==> config.mk <==
export PLATFORM = sky130hd
export DESIGN_NAME = control_muestreo_flat
export DESIGN_NICKNAME = d
export VERILOG_FILES = /design/src/rtl/control_muestreo_if.sv /design/src/rtl/control_muestreo.sv /design/src/flat_wrapper.sv
export SDC_FILE = /design/constraint.sdc
export NUM_CORES = 1
export LEC_CHECK = 0
export CAP_MARGIN = 20
export CORE_ASPECT_RATIO = 1.1
export CORE_MARGIN = 2
export CORE_UTILIZATION = 47
export DETAILED_ROUTE_END_ITERATION = 10
export MAX_ROUTING_LAYER = met4
export PLACE_DENSITY_LB_ADDON = 0.3
export SETUP_SLACK_MARGIN = 0.3
export SLEW_MARGIN = 40
export SYNTH_ARGS = -nofsm -noshare
export SYNTH_HDL_FRONTEND = slang
export SYNTH_SLANG_ARGS = --single-unit
==> constraint.sdc <==
create_clock -name clk -period 3.1 [get_ports clk]
set_input_delay 0.62 -clock clk [delete_from_list [all_inputs] [get_ports clk]]
set_output_delay 0.62 -clock clk [all_outputs]
set_load 0.02 [all_outputs]
==> src/rtl/control_muestreo_if.sv <==
// rtl/control_muestreo_if.sv - conversion handshake between the sample controller and the serial capture block
interface control_muestreo_if;
  logic        EN;
  logic        Listo;
  logic [3:0]  Zeros;
  logic [11:0] Dato;

  modport master (output EN, input Listo, input Zeros, input Dato);
  modport slave  (input EN, output Listo, output Zeros, output Dato);
endinterface

==> src/rtl/control_muestreo.sv <==
// rtl/control_muestreo.sv - periodic conversion controller for a serial capture block
// Optional AVG4_EN: deliver the truncated mean of every four accepted samples.
module control_muestreo #(
  parameter int unsigned PERIOD_MIN = 20,
  parameter int unsigned TIMEOUT    = 40
) (
  input  logic               clk,
  input  logic               rst,
  input  logic               start,
  input  logic [15:0]        periodo,
  input  logic               clr_err,
  control_muestreo_if.master cap,
  output logic [11:0]        muestra,
  output logic               muestra_valida,
  output logic               busy,
  output logic               err_zeros,
  output logic               err_timeout,
  output logic [15:0]        n_muestras
);
  typedef enum logic [1:0] {IDLE, ARM, WAIT, HOLD} state_t;

  localparam logic [15:0] PMIN     = 16'(PERIOD_MIN);
  localparam logic [15:0] TMO_LAST = 16'(TIMEOUT - 1);

  state_t      state, state_next;
  logic [15:0] pcnt, tcnt, per_load;
  logic        accept, reject, tmo, deliver;
  logic [11:0] value;

  assign per_load = ((periodo < PMIN) ? PMIN : periodo) - 16'd1;
  assign cap.EN   = (state == ARM);
  assign busy     = (state != IDLE);

  always_ff @(posedge clk or posedge rst) begin
    if (rst) state <= IDLE;
    else     state <= state_next;
  end

  always_comb begin
    state_next = state;
    accept     = 1'b0;
    reject     = 1'b0;
    tmo        = 1'b0;
    case (state)
      IDLE: if (start) state_next = ARM;
      ARM:  state_next = WAIT;
      WAIT: begin
        if (cap.Listo) begin
          accept     = (cap.Zeros == 4'h0);
          reject     = (cap.Zeros != 4'h0);
          state_next = HOLD;
        end else if (tcnt == TMO_LAST) begin
          tmo        = 1'b1;
          state_next = HOLD;
        end
      end
      HOLD: if (pcnt == 16'd0) state_next = start ? ARM : IDLE;
      default: state_next = IDLE;
    endcase
  end

`ifdef AVG4_EN
  logic [13:0] acc, acc_sum;
  logic [1:0]  acc_n;

  assign acc_sum = acc + {2'b00, cap.Dato};
  assign deliver = accept && (acc_n == 2'd3);
  assign value   = acc_sum[13:2];

  // Partial sums never survive a return to IDLE, so a restart begins a fresh group of four.
  always_ff @(posedge clk or posedge rst) begin
    if (rst) begin
      acc   <= '0;
      acc_n <= '0;
    end else if (state == HOLD && state_next == IDLE) begin
      acc   <= '0;
      acc_n <= '0;
    end else if (accept) begin
      if (acc_n == 2'd3) begin
        acc   <= '0;
        acc_n <= '0;
      end else begin
        acc   <= acc_sum;
        acc_n <= acc_n + 2'd1;
      end
    end
  end
`else
  assign deliver = accept;
  assign value   = cap.Dato;
`endif

  // Counters load on the edge entering ARM, so EN-to-EN spacing equals the clamped period.
  always_ff @(posedge clk or posedge rst) begin
    if (rst) begin
      pcnt           <= '0;
      tcnt           <= '0;
      muestra        <= '0;
      muestra_valida <= 1'b0;
      n_muestras     <= '0;
      err_zeros      <= 1'b0;
      err_timeout    <= 1'b0;
    end else begin
      if (state_next == ARM) begin
        pcnt <= per_load;
        tcnt <= '0;
      end else begin
        if (state != IDLE && pcnt != 16'd0) pcnt <= pcnt - 16'd1;
        if (state == ARM || state == WAIT)  tcnt <= tcnt + 16'd1;
      end
      muestra_valida <= deliver;
      if (deliver) begin
        muestra    <= value;
        n_muestras <= n_muestras + 16'd1;
      end
      err_zeros   <= reject | (err_zeros & ~clr_err);
      err_timeout <= tmo | (err_timeout & ~clr_err);
    end
  end
endmodule

==> src/flat_wrapper.sv <==
// flat-port wrapper written by rule: the top's interface ports become plain ports
module control_muestreo_flat 
#(
  parameter int unsigned PERIOD_MIN = 20,
  parameter int unsigned TIMEOUT    = 40
)
  (clk, rst, start, periodo, clr_err, muestra, muestra_valida, busy, err_zeros, err_timeout, n_muestras, cap_EN, cap_Listo, cap_Zeros, cap_Dato);
  control_muestreo_if cap_i ();
  input  logic clk;
  input  logic rst;
  input  logic start;
  input  logic [15:0] periodo;
  input  logic clr_err;
  output logic [11:0] muestra;
  output logic muestra_valida;
  output logic busy;
  output logic err_zeros;
  output logic err_timeout;
  output logic [15:0] n_muestras;
  output wire logic [$bits(cap_i.EN)-1:0] cap_EN;
  input wire logic [$bits(cap_i.Listo)-1:0] cap_Listo;
  input wire logic [$bits(cap_i.Zeros)-1:0] cap_Zeros;
  input wire logic [$bits(cap_i.Dato)-1:0] cap_Dato;
  assign cap_EN = cap_i.EN;
  assign cap_i.Listo = cap_Listo;
  assign cap_i.Zeros = cap_Zeros;
  assign cap_i.Dato = cap_Dato;
  control_muestreo #(.PERIOD_MIN(PERIOD_MIN), .TIMEOUT(TIMEOUT)) u_core (.clk(clk), .rst(rst), .start(start), .periodo(periodo), .clr_err(clr_err), .cap(cap_i), .muestra(muestra), .muestra_valida(muestra_valida), .busy(busy), .err_zeros(err_zeros), .err_timeout(err_timeout), .n_muestras(n_muestras));
endmodule
==> results_dict.tcl, run 1 <==
set metrics [dict create \
    status "finished with violations" \
    violations "setup timing" \
    yosysTopAreaCellShare_pct 46.8 \
    grt_usage_pct 20.5 \
    n_antenna_cell 0 \
    clock_latency_ns 0.34 \
    worst_pin_slew_ns 0.493 \
    globalplace.congestion 0.812 \
    drive_gt1_share_pct 24.0 \
    peakVddDrop_mv 0.502 \
    ys_seq_area_share_pct 46.8 \
    die_w_um 86.0 \
    p_leak_nw 2.18 \
    hp-class "flip-flop to flip-flop" \
    yosysTopAreaCell "dfrtp_1" \
    yosysUniqueCellTypes 48 \
    setup_viol 4 \
    max_slew_margin_pct 66.8 \
    ant_nets 0 \
    cp-end-kind "flip-flop" \
    ff2ff_setup_slack_ns -0.07 \
    powerDensity_nw_per_um2 793 \
    first_pass_iters 4 \
    post-route-period-util_pct 102 \
    post-route-util_pct 70.6 \
    synth_area_per_cell_sq_um 10.4 \
    synthTopCellsByCount "dfrtp_1 (65), nor2_1 (33), xnor2_1 (30)" \
    synth_top_family_by_area "simple AND/OR/NAND/NOR gates" \
    maxCapViolCount 0 \
    num-fill-cells 507 \
    cts_tree "done" \
    wl_um 7960 \
    die_h_um 94.1 \
    grt_pass1_vias 2845 \
    synth_nets 378 \
    min_period_ns 3.17 \
    wl_per_cell_um 14.6 \
    synth-seq-cells 65 \
    synthFlopType "dfrtp_1" \
    final_nets 501 \
    clk_pin_slew_ns 0.07 \
    final_hold_viol_count 0 \
    hpwl_um 5510 \
    endpoint "u_core.pcnt[8]$_DFFE_PP0P_" \
    critPathArrivalTime_ns 3.39 \
    crit_fanout 4 \
    netlist_area_sq_um 3470 \
    port_buffers 69 \
    start_kind "flip-flop" \
    dr_total_vias 2934 \
    ctsRootBufferMaster "clkbuf_8" \
    crit_start "u_core.state[1]$_DFF_PP0_" \
    grt_pass1_wl_um 12900 \
    synth-compound-area-share_pct 7.03 \
    num_rows 32 \
    areaGrowthSynthToFinish_pct 44.0 \
    cts_buffers 9 \
    fmax_mhz 315 \
    synthSimpleGateAreaFrac_pct 21.5 \
    async_flop_share_pct 100 \
    globalRouteOverflowTotal 0 \
    die_area_sq_um 8090 \
    fin_ws_ns -0.0713 \
    antenna_found_initial 0 \
    synth_xor_xnor_area_share_pct 13.1 \
    yosysMostFrequentCell "dfrtp_1" \
    drt-initial-drc-count 84 \
    tns_ns -0.201 \
    io_pins 70 \
    drv_slew 0 \
    path_class "flip-flop to flip-flop" \
    r2r-start "u_core.state[1]$_DFF_PP0_" \
    r2r_end "u_core.pcnt[8]$_DFFE_PP0P_" \
    cts.sink_count 65 \
    drc_errors 0 \
    synth.area.top_cells "dfrtp_1 (47%), xnor2_1 (7.6%), xor2_1 (5.5%)" \
    crit_required_ns 3.32 \
    synthMuxAreaShare_pct 5.95 \
    finClkSkew_ns 0.00863 \
    initial_core_util_pct 49.0 \
    synthCells 334 \
    final_cell_area_sq_um 5000 \
    rsz0062_at_grt "yes" \
    via_per_inst 5.36 \
    core-area_sq_um 7090 \
    yosys_warnings 0 \
    dp_cells 511 \
    clockBufferDepth 2 \
    grt_max_degree 27 \
    h-tree-depth 3 \
    synthAdderAreaFrac_pct 2.52 \
    stdcell_count 547 \
    synth_edf_count 0 \
    placed_cell_area_sq_um 4470 \
    r2r_cells 13 \
]
## layout by cell type (no fill, tap or decap), types with 4 or more instances in the layout
cell and n:
nand4_1 13, dlymetal6s2s_1 10, o21ai_0 4, or4_4 4, o21ai_1 12, nor3_1 11, and3_1 5, nand2_1 27
mux2i_1 6, clkbuf_8 9, mux2_2 13, xnor2_1 30, nor4_4 4, inv_1 8, nor4_1 5, nor2_1 33
nand3_1 6, or3_1 5, clkdlybuf4s50_1 59, buf_4 48, xor2_1 22, dfrtp_1 64
## through the flow
step                      power, W  hold WS, ns  worst slack [ns]
after global placement     0.00289        0.461            -0.236
after detailed placement   0.00293        0.466            -0.341
after floorplan            0.00242        0.510            0.0360
after global routing       0.00422        0.499            -0.251
after CTS                  0.00371        0.480            0.0459
final                      0.00397        0.471           -0.0713
## worst min-delay path by stage
stage                                      startpoint                           endpoint  slack, ns  depth (start not counted)
floorplan                  u_core.pcnt[1]$_DFFE_PP0P_         u_core.pcnt[1]$_DFFE_PP0P_       0.51                          1
global placement    u_core.n_muestras[15]$_DFFE_PP0P_  u_core.n_muestras[15]$_DFFE_PP0P_       0.46                          1
detailed placement  u_core.n_muestras[15]$_DFFE_PP0P_  u_core.n_muestras[15]$_DFFE_PP0P_       0.47                          1
CTS                 u_core.n_muestras[15]$_DFFE_PP0P_  u_core.n_muestras[15]$_DFFE_PP0P_       0.48                          1
global route        u_core.n_muestras[15]$_DFFE_PP0P_  u_core.n_muestras[15]$_DFFE_PP0P_       0.50                          1
finish              u_core.n_muestras[15]$_DFFE_PP0P_  u_core.n_muestras[15]$_DFFE_PP0P_       0.47                          1
## critical path, cell delays in order, from the launching register on
cell,delay (ns)
dfrtp_1,0.43
inv_2,0.08
ha_4,0.16
or4_4,0.50
o31a_1,0.33
a31oi_4,0.21
nor2b_1,0.09
a31oi_1,0.16
ha_2,0.21
o211ai_1,0.17
buf_4,0.21
nor4bb_4,0.27
xnor2_1,0.15
mux2i_1,0.09
## cell type report
type                       count  area (sq um)  share of cell area, %
timing repair buffer         120          1110                   22.2
tap                           85           106                   2.13
multi-input combinational    250          1930                   38.6
clock buffer                  11           131                   2.63
clock inverter                 5          56.3                   1.13
sequential                    65          1630                   32.5
inverter                      11          41.3                  0.826
## registers in the layout, summed over array words and instances (netlist names)
name / count
u_core.tcnt: 16
u_core.muestra: 12
u_core.err_timeout: 1
u_core.n_muestras: 16
u_core.err_zeros: 1
u_core.muestra_valida: 1
u_core.pcnt: 16
u_core.state: 2
## cells by family after synthesis
kind of cell             Yosys count
flip-flops                        65
XOR/XNOR                          52
multiplexers                      19
buffers and inverters             19
AND/OR/NAND/NOR                  135
AO/OA/AOI/OAI                     37
adder cells (fa/ha/maj)            7
## power breakdown
part | internal [W] | switching, W | leakage [nW]
clock | 0.000370 | 0.000322 | 0.0933
combinational | 0.000974 | 0.00102 | 1.23
sequential | 0.00107 | 0.000211 | 0.855
## routing by layer
layer / GRT usage [%] / vias up / part of all wire [%]
met2: 35.1 / 77 / 53
met3: 3.60 / 10 / 3.4
met4: 6.61 / 0 / 1.4
met1: 24.5 / 1421 / 42
li1: - / 1426 / -
met5: - / - / 0
## timing repair
item	in CTS	in global routing
resized for setup	7	33
hold buffers	0	0
gates cloned	0	0
setup endpoints to repair	7	10
buffers inserted	14	6
pin swaps	8	20
No activity file was read; power rests on OpenSTA's default activity.
==> inputs of run 2 (changes only) <==
Settings changed: CORE_ASPECT_RATIO 1.1 to unset, TNS_END_PERCENT set to 100.
==> run 2 against run 1 <==
The run still ends with setup timing left. Design area is 0.90% lower. Final cell count is 1.5% higher. Combinational power is 4% higher.
==> results_dict.tcl, run 2 (same netlist as run 1, synthesis figures left out) <==
set metrics [dict create \
    status "finished with violations" \
    violations "setup timing" \
    die_h_um 90.0 \
    power_frac_seq_pct 30.5 \
    grt_max_degree 31 \
    p_sw_share_pct 37.5 \
    hpwl_um 5530 \
    hold_buffers 0 \
    final_hold_viol_count 0 \
    p_leak_nw 2.07 \
    critical_path.top_delay_family "compound AO/OA/AOI/OAI gates" \
    multi_input_area_sq_um 1900 \
    h-tree-depth 3 \
    stdcell_count 555 \
    num-fill-cells 552 \
    final_common_cell "clkdlybuf4s50_1" \
    crit_required_ns 3.32 \
    io_pins 70 \
    r2r_cells 13 \
    fmax_mhz 313 \
    mostFrequentLayoutCells "clkdlybuf4s50_1 (69), dfrtp_1 (65), buf_4 (42)" \
    hp-class "flip-flop to flip-flop" \
    p_sw_w 0.00156 \
    cts_tree "done" \
    path_class "flip-flop to flip-flop" \
    clock_latency_ns 0.34 \
    drv_slew 0 \
    die_area_sq_um 8090 \
    num_rows 31 \
    worst-path-buf-inv 3 \
    drt-initial-drc-count 115 \
    first_pass_iters 5 \
    areaGrowthSynthToFinish_pct 42.7 \
    endpoint "u_core.pcnt[6]$_DFFE_PP0P_" \
    tns_ns -0.157 \
    ant_nets 0 \
    via_per_inst 5.24 \
    dr_total_vias 2909 \
    post-route-period-util_pct 103 \
    cellInternalPower_w 0.00260 \
    rsz0062_at_grt "yes" \
    ff2ff_setup_slack_ns -0.09 \
    n_antenna_cell 0 \
    maxCapViolCount 0 \
    wl_per_cell_um 14.6 \
    critPathArrivalTime_ns 3.42 \
    port_buffers 69 \
    wl_um 8110 \
    cts.sink_count 65 \
    cp_slowest_stage_delay_ns 0.43 \
    hold_slack_ns 0.466 \
    crit_start "u_core.pcnt[13]$_DFFE_PP0P_" \
    power_w 0.00416 \
    worst_pin_slew_ns 0.635 \
    drive_gt1_share_pct 23.0 \
    core-area_sq_um 7210 \
    start_kind "flip-flop" \
    final_nets 495 \
    initial_core_util_pct 48.1 \
    finClkSkew_ns 0.00960 \
    r2r_end "u_core.pcnt[6]$_DFFE_PP0P_" \
    r2r-start "u_core.pcnt[13]$_DFFE_PP0P_" \
    ctsRootBufferMaster "clkbuf_8" \
    antenna_found_initial 0 \
    grt_usage_pct 20.6 \
    globalplace.congestion 0.811 \
    fin_ws_ns -0.0920 \
    path_cells "nor4_1 > nand2b_1 > o211ai_1 > a31oi_4 > buf_6 > buf_6 > a31oi_2 > ha_2 > o211ai_1 > buf_4 > nor4b_4 > xnor2_1 > o21ai_1" \
    p_comb_share_pct 49.6 \
    register_area_sq_um 1630 \
    clockBufferDepth 2 \
    powerDensity_nw_per_um2 840 \
    cp-end-kind "flip-flop" \
    grt_pass1_wl_um 13300 \
    peakVddDrop_mv 0.504 \
    dp_cells 528 \
    max_slew_margin_pct 57.6 \
    cts_buffers 9 \
    clk_pin_slew_ns 0.08 \
    grt_pass1_vias 2852 \
    drc_errors 0 \
    crit_cells 13 \
    crit_fanout 5 \
    slowest_stage "dfrtp_1" \
    setup_viol 3 \
    min_period_ns 3.19 \
    reg.largest.list "u_core.n_muestras (16), u_core.pcnt (16), u_core.tcnt (16)" \
    globalRouteOverflowTotal 0 \
    clkPwrFrac_pct 19.9 \
    die_w_um 90.0 \
]
[run 2: how the worst min path moves through the flow]
stage | endpoint | slack, ns | startpoint | depth (start not counted)
2_1_floorplan | u_core.pcnt[1]$_DFFE_PP0P_ | 0.51 | u_core.pcnt[1]$_DFFE_PP0P_ | 1
3_3_place_gp | u_core.n_muestras[15]$_DFFE_PP0P_ | 0.46 | u_core.n_muestras[15]$_DFFE_PP0P_ | 1
3_5_place_dp | u_core.n_muestras[15]$_DFFE_PP0P_ | 0.47 | u_core.n_muestras[15]$_DFFE_PP0P_ | 1
4_1_cts | u_core.n_muestras[15]$_DFFE_PP0P_ | 0.48 | u_core.n_muestras[15]$_DFFE_PP0P_ | 1
5_1_grt | u_core.n_muestras[15]$_DFFE_PP0P_ | 0.48 | u_core.n_muestras[15]$_DFFE_PP0P_ | 1
6_report | u_core.n_muestras[15]$_DFFE_PP0P_ | 0.47 | u_core.n_muestras[15]$_DFFE_PP0P_ | 1
[run 2: cell type report]
type	count	share of cell area, %
well taps	99	2.50
repair buffers	114	21.0
clock inverters	5	1.57
flip-flops and latches	65	32.8
inverters	11	0.833
multi-input cells	250	38.2
clock buffers	11	3.05
[run 2: timing repair]
action                     in CTS  in global routing
pin swaps                       6                 17
setup endpoints to repair       7                  8
resized for setup              13                 12
setup buffers                   4                  7
[run 2: worst reg2reg max path, cell delays in order (launching register included)]
cell and delay (ns):
dfrtp_1 0.43, nor4_1 0.42, nand2b_1 0.22, o211ai_1 0.37, a31oi_4 0.17, buf_6 0.15, buf_6 0.11, a31oi_2 0.15
ha_2 0.20, o211ai_1 0.17, buf_4 0.20, nor4b_4 0.27, xnor2_1 0.15, o21ai_1 0.08
[run 2: stage by stage]
step	util, %	cell area (sq um)	setup WS, ns
after global placement	62.5	4510	-0.229
after global routing	68.7	4960	-0.239
after detailed placement	62.5	4510	-0.353
after floorplan	-	3500	0.0360
after CTS	67.1	4840	0.0159
final	68.7	4960	-0.0920
[run 2: per-layer routing]
layer,up-vias,part of all wire (%),global-route usage [%]
li1,1421,-,-
met1,1398,43,24.5
met2,73,52,34.0
met3,17,3.4,3.52
met4,0,2.0,10.4
met5,-,0,-
[run 2: power by group through the flow]
stage / clock network, W / registers [W] / logic (W)
after floorplan: 0 / 0.00132 / 0.00110
after global placement: 0 / 0.00126 / 0.00166
after detailed placement: 0 / 0.00127 / 0.00171
after CTS: 0.000838 / 0.00125 / 0.00192
after global routing: 0.000872 / 0.00129 / 0.00224
final: 0.000827 / 0.00127 / 0.00206
==> inputs of run 3 (changes only) <==
Settings changed: CORE_MARGIN 2 to unset.
==> run 3 against run 2 <==
The run now ends clean. Sequential share of layout area rose by 0.49 points. First-iteration DRC count rose by 5.2%. Final cell count shrank 0.54%. Clock power down 15%. Routed wire length is 1.3% lower. Worst setup slack improved by 0.11 ns. Global-route usage up 1.7 points. Sequential power hardly changed. Fmax grew 3.6%.
==> results_dict.tcl, run 3 (same netlist as run 1, synthesis figures left out) <==
set metrics [dict create \
    status "complete, no violations" \
    hp-class "flip-flop to flip-flop" \
    clk_pin_slew_ns 0.07 \
    mostFrequentLayoutCells "clkdlybuf4s50_1 (69), dfrtp_1 (65), buf_4 (43)" \
    port_buffers 69 \
    wl_per_cell_um 14.5 \
    io_pins 70 \
    via_per_inst 5.38 \
    areaGrowthSynthToFinish_pct 40.6 \
    first_pass_iters 4 \
    peakVddDrop_mv 0.645 \
    final_hold_viol_count 0 \
    grt_max_degree 35 \
    finClkSkew_ns 0.00996 \
    maxCapViolCount 0 \
    hold_end "u_core.n_muestras[7]$_DFFE_PP0P_" \
    die_w_um 88.0 \
    wl_um 8000 \
    stdcell_count 552 \
    die_area_sq_um 7740 \
    min_period_ns 3.08 \
    worstHoldPathCells 1 \
    placed_cell_area_sq_um 4490 \
    drt-initial-drc-count 121 \
    drc_errors 0 \
    final_cell_area_sq_um 4880 \
    grt_pass1_wl_um 12900 \
    grt_usage_pct 22.3 \
    clock_latency_ns 0.34 \
    r2r_cells 13 \
    worst_pin_slew_ns 0.681 \
    cts.sink_count 65 \
    post-route-util_pct 69.9 \
    multi_input_area_sq_um 1860 \
    drv_slew 0 \
    crit_required_ns 3.32 \
    crit_fanout 4 \
    dp_cells 522 \
    antenna_found_initial 0 \
    r2r-start "u_core.state[0]$_DFF_PP0_" \
    final_nets 495 \
    start_kind "flip-flop" \
    p_leak_nw 2.06 \
    num-fill-cells 547 \
    rsz0062_at_grt "yes" \
    ctsRootBufferMaster "clkbuf_8" \
    grt_pass1_vias 2842 \
    path_class "flip-flop to flip-flop" \
    core-area_sq_um 6980 \
    hold_slack_ns 0.486 \
    globalplace.congestion 0.789 \
    hold_path.startpoint "u_core.n_muestras[7]$_DFFE_PP0P_" \
    fmax_mhz 325 \
    drive_gt1_share_pct 21.5 \
    r2r_end "u_core.pcnt[6]$_DFFE_PP0P_" \
    cts_buffers 9 \
    setup_viol 0 \
    clockBufferDepth 2 \
    hpwl_um 5700 \
    ant_nets 0 \
    register_area_sq_um 1630 \
    post-route-period-util_pct 99.4 \
    ff2ff_setup_slack_ns 0.02 \
    final_common_cell "clkdlybuf4s50_1" \
    globalRouteOverflowTotal 0 \
    max_slew_margin_pct 54.5 \
    critPathArrivalTime_ns 3.30 \
    tns_ns 0 \
    initial_core_util_pct 49.7 \
    n_antenna_cell 0 \
    powerDensity_nw_per_um2 808 \
    h-tree-depth 3 \
    die_h_um 88.0 \
    dr_total_vias 2970 \
    cp-end-kind "flip-flop" \
    num_rows 30 \
    reg.largest.list "u_core.n_muestras (16), u_core.pcnt (16), u_core.tcnt (16)" \
    cts_tree "done" \
]
==> run 3: how the worst max path moves through the flow <==
stage	startpoint	slack [ns]	cells past startpoint	end
finish	u_core.state[0]$_DFF_PP0_	0.02	13	u_core.pcnt[6]$_DFFE_PP0P_
global route	u_core.state[1]$_DFF_PP0_	-0.12	13	u_core.pcnt[6]$_DFFE_PP0P_
CTS	u_core.state[1]$_DFF_PP0_	0.04	13	u_core.pcnt[12]$_DFFE_PP0P_
detailed placement	periodo[12]	-0.33	10	u_core.pcnt[8]$_DFFE_PP0P_
global placement	periodo[12]	-0.23	11	u_core.pcnt[10]$_DFFE_PP0P_
floorplan	u_core.state[0]$_DFF_PP0_	0.04	13	u_core.pcnt[8]$_DFFE_PP0P_
==> run 3: what timing repair did <==
action	4_1_cts	5_1_grt
setup buffers	6	8
gates resized for setup	6	12
pin swaps	9	13
hold buffers	0	0
setup endpoints to repair	7	7
==> run 3: per-layer routing <==
metal | up-vias | routed length [um] | track usage (%)
li1 | 1423 | - | -
met1 | 1456 | 3390 | 26.6
met2 | 80 | 4170 | 37.8
met3 | 11 | 316 | 3.30
met4 | 0 | 116 | 8.94
met5 | - | 0 | -
==> run 3: through the flow <==
stage,total power [W],setup slack [ns]
after floorplan,0.00242,0.0360
after detailed placement,0.00296,-0.335
final,0.00395,0.0195
after global routing,0.00419,-0.118
after CTS,0.00380,0.0393
after global placement,0.00289,-0.227
==> run 3: cell type report <==
class                      count  area share, %
tap                           96           2.46
clock buffer                  13           3.05
clock inverter                 3          0.820
multi-input combinational    250           38.1
timing repair buffer         114           21.4
sequential                    65           33.3
inverter                      11          0.846
==> run 3: critical path: stages (launching register included) <==
cell      delay, ns
dfrtp_1        0.40
inv_2          0.09
ha_4           0.16
or4_4          0.51
o31a_1         0.30
a31oi_4        0.20
nor2b_1        0.08
a31oi_1        0.17
ha_2           0.22
o211ai_1       0.16
buf_4          0.19
nor4b_4        0.26
xnor2_1        0.15
o21ai_1        0.08
==> run 3: power by group <==
group	leakage [nW]	switching, W	total, W	internal (W)
combinational	1.11	0.000993	0.00198	0.000984
clock	0.0974	0.000314	0.000706	0.000392
sequential	0.856	0.000199	0.00127	0.00107
total	2.06	0.00151	0.00395	0.00244
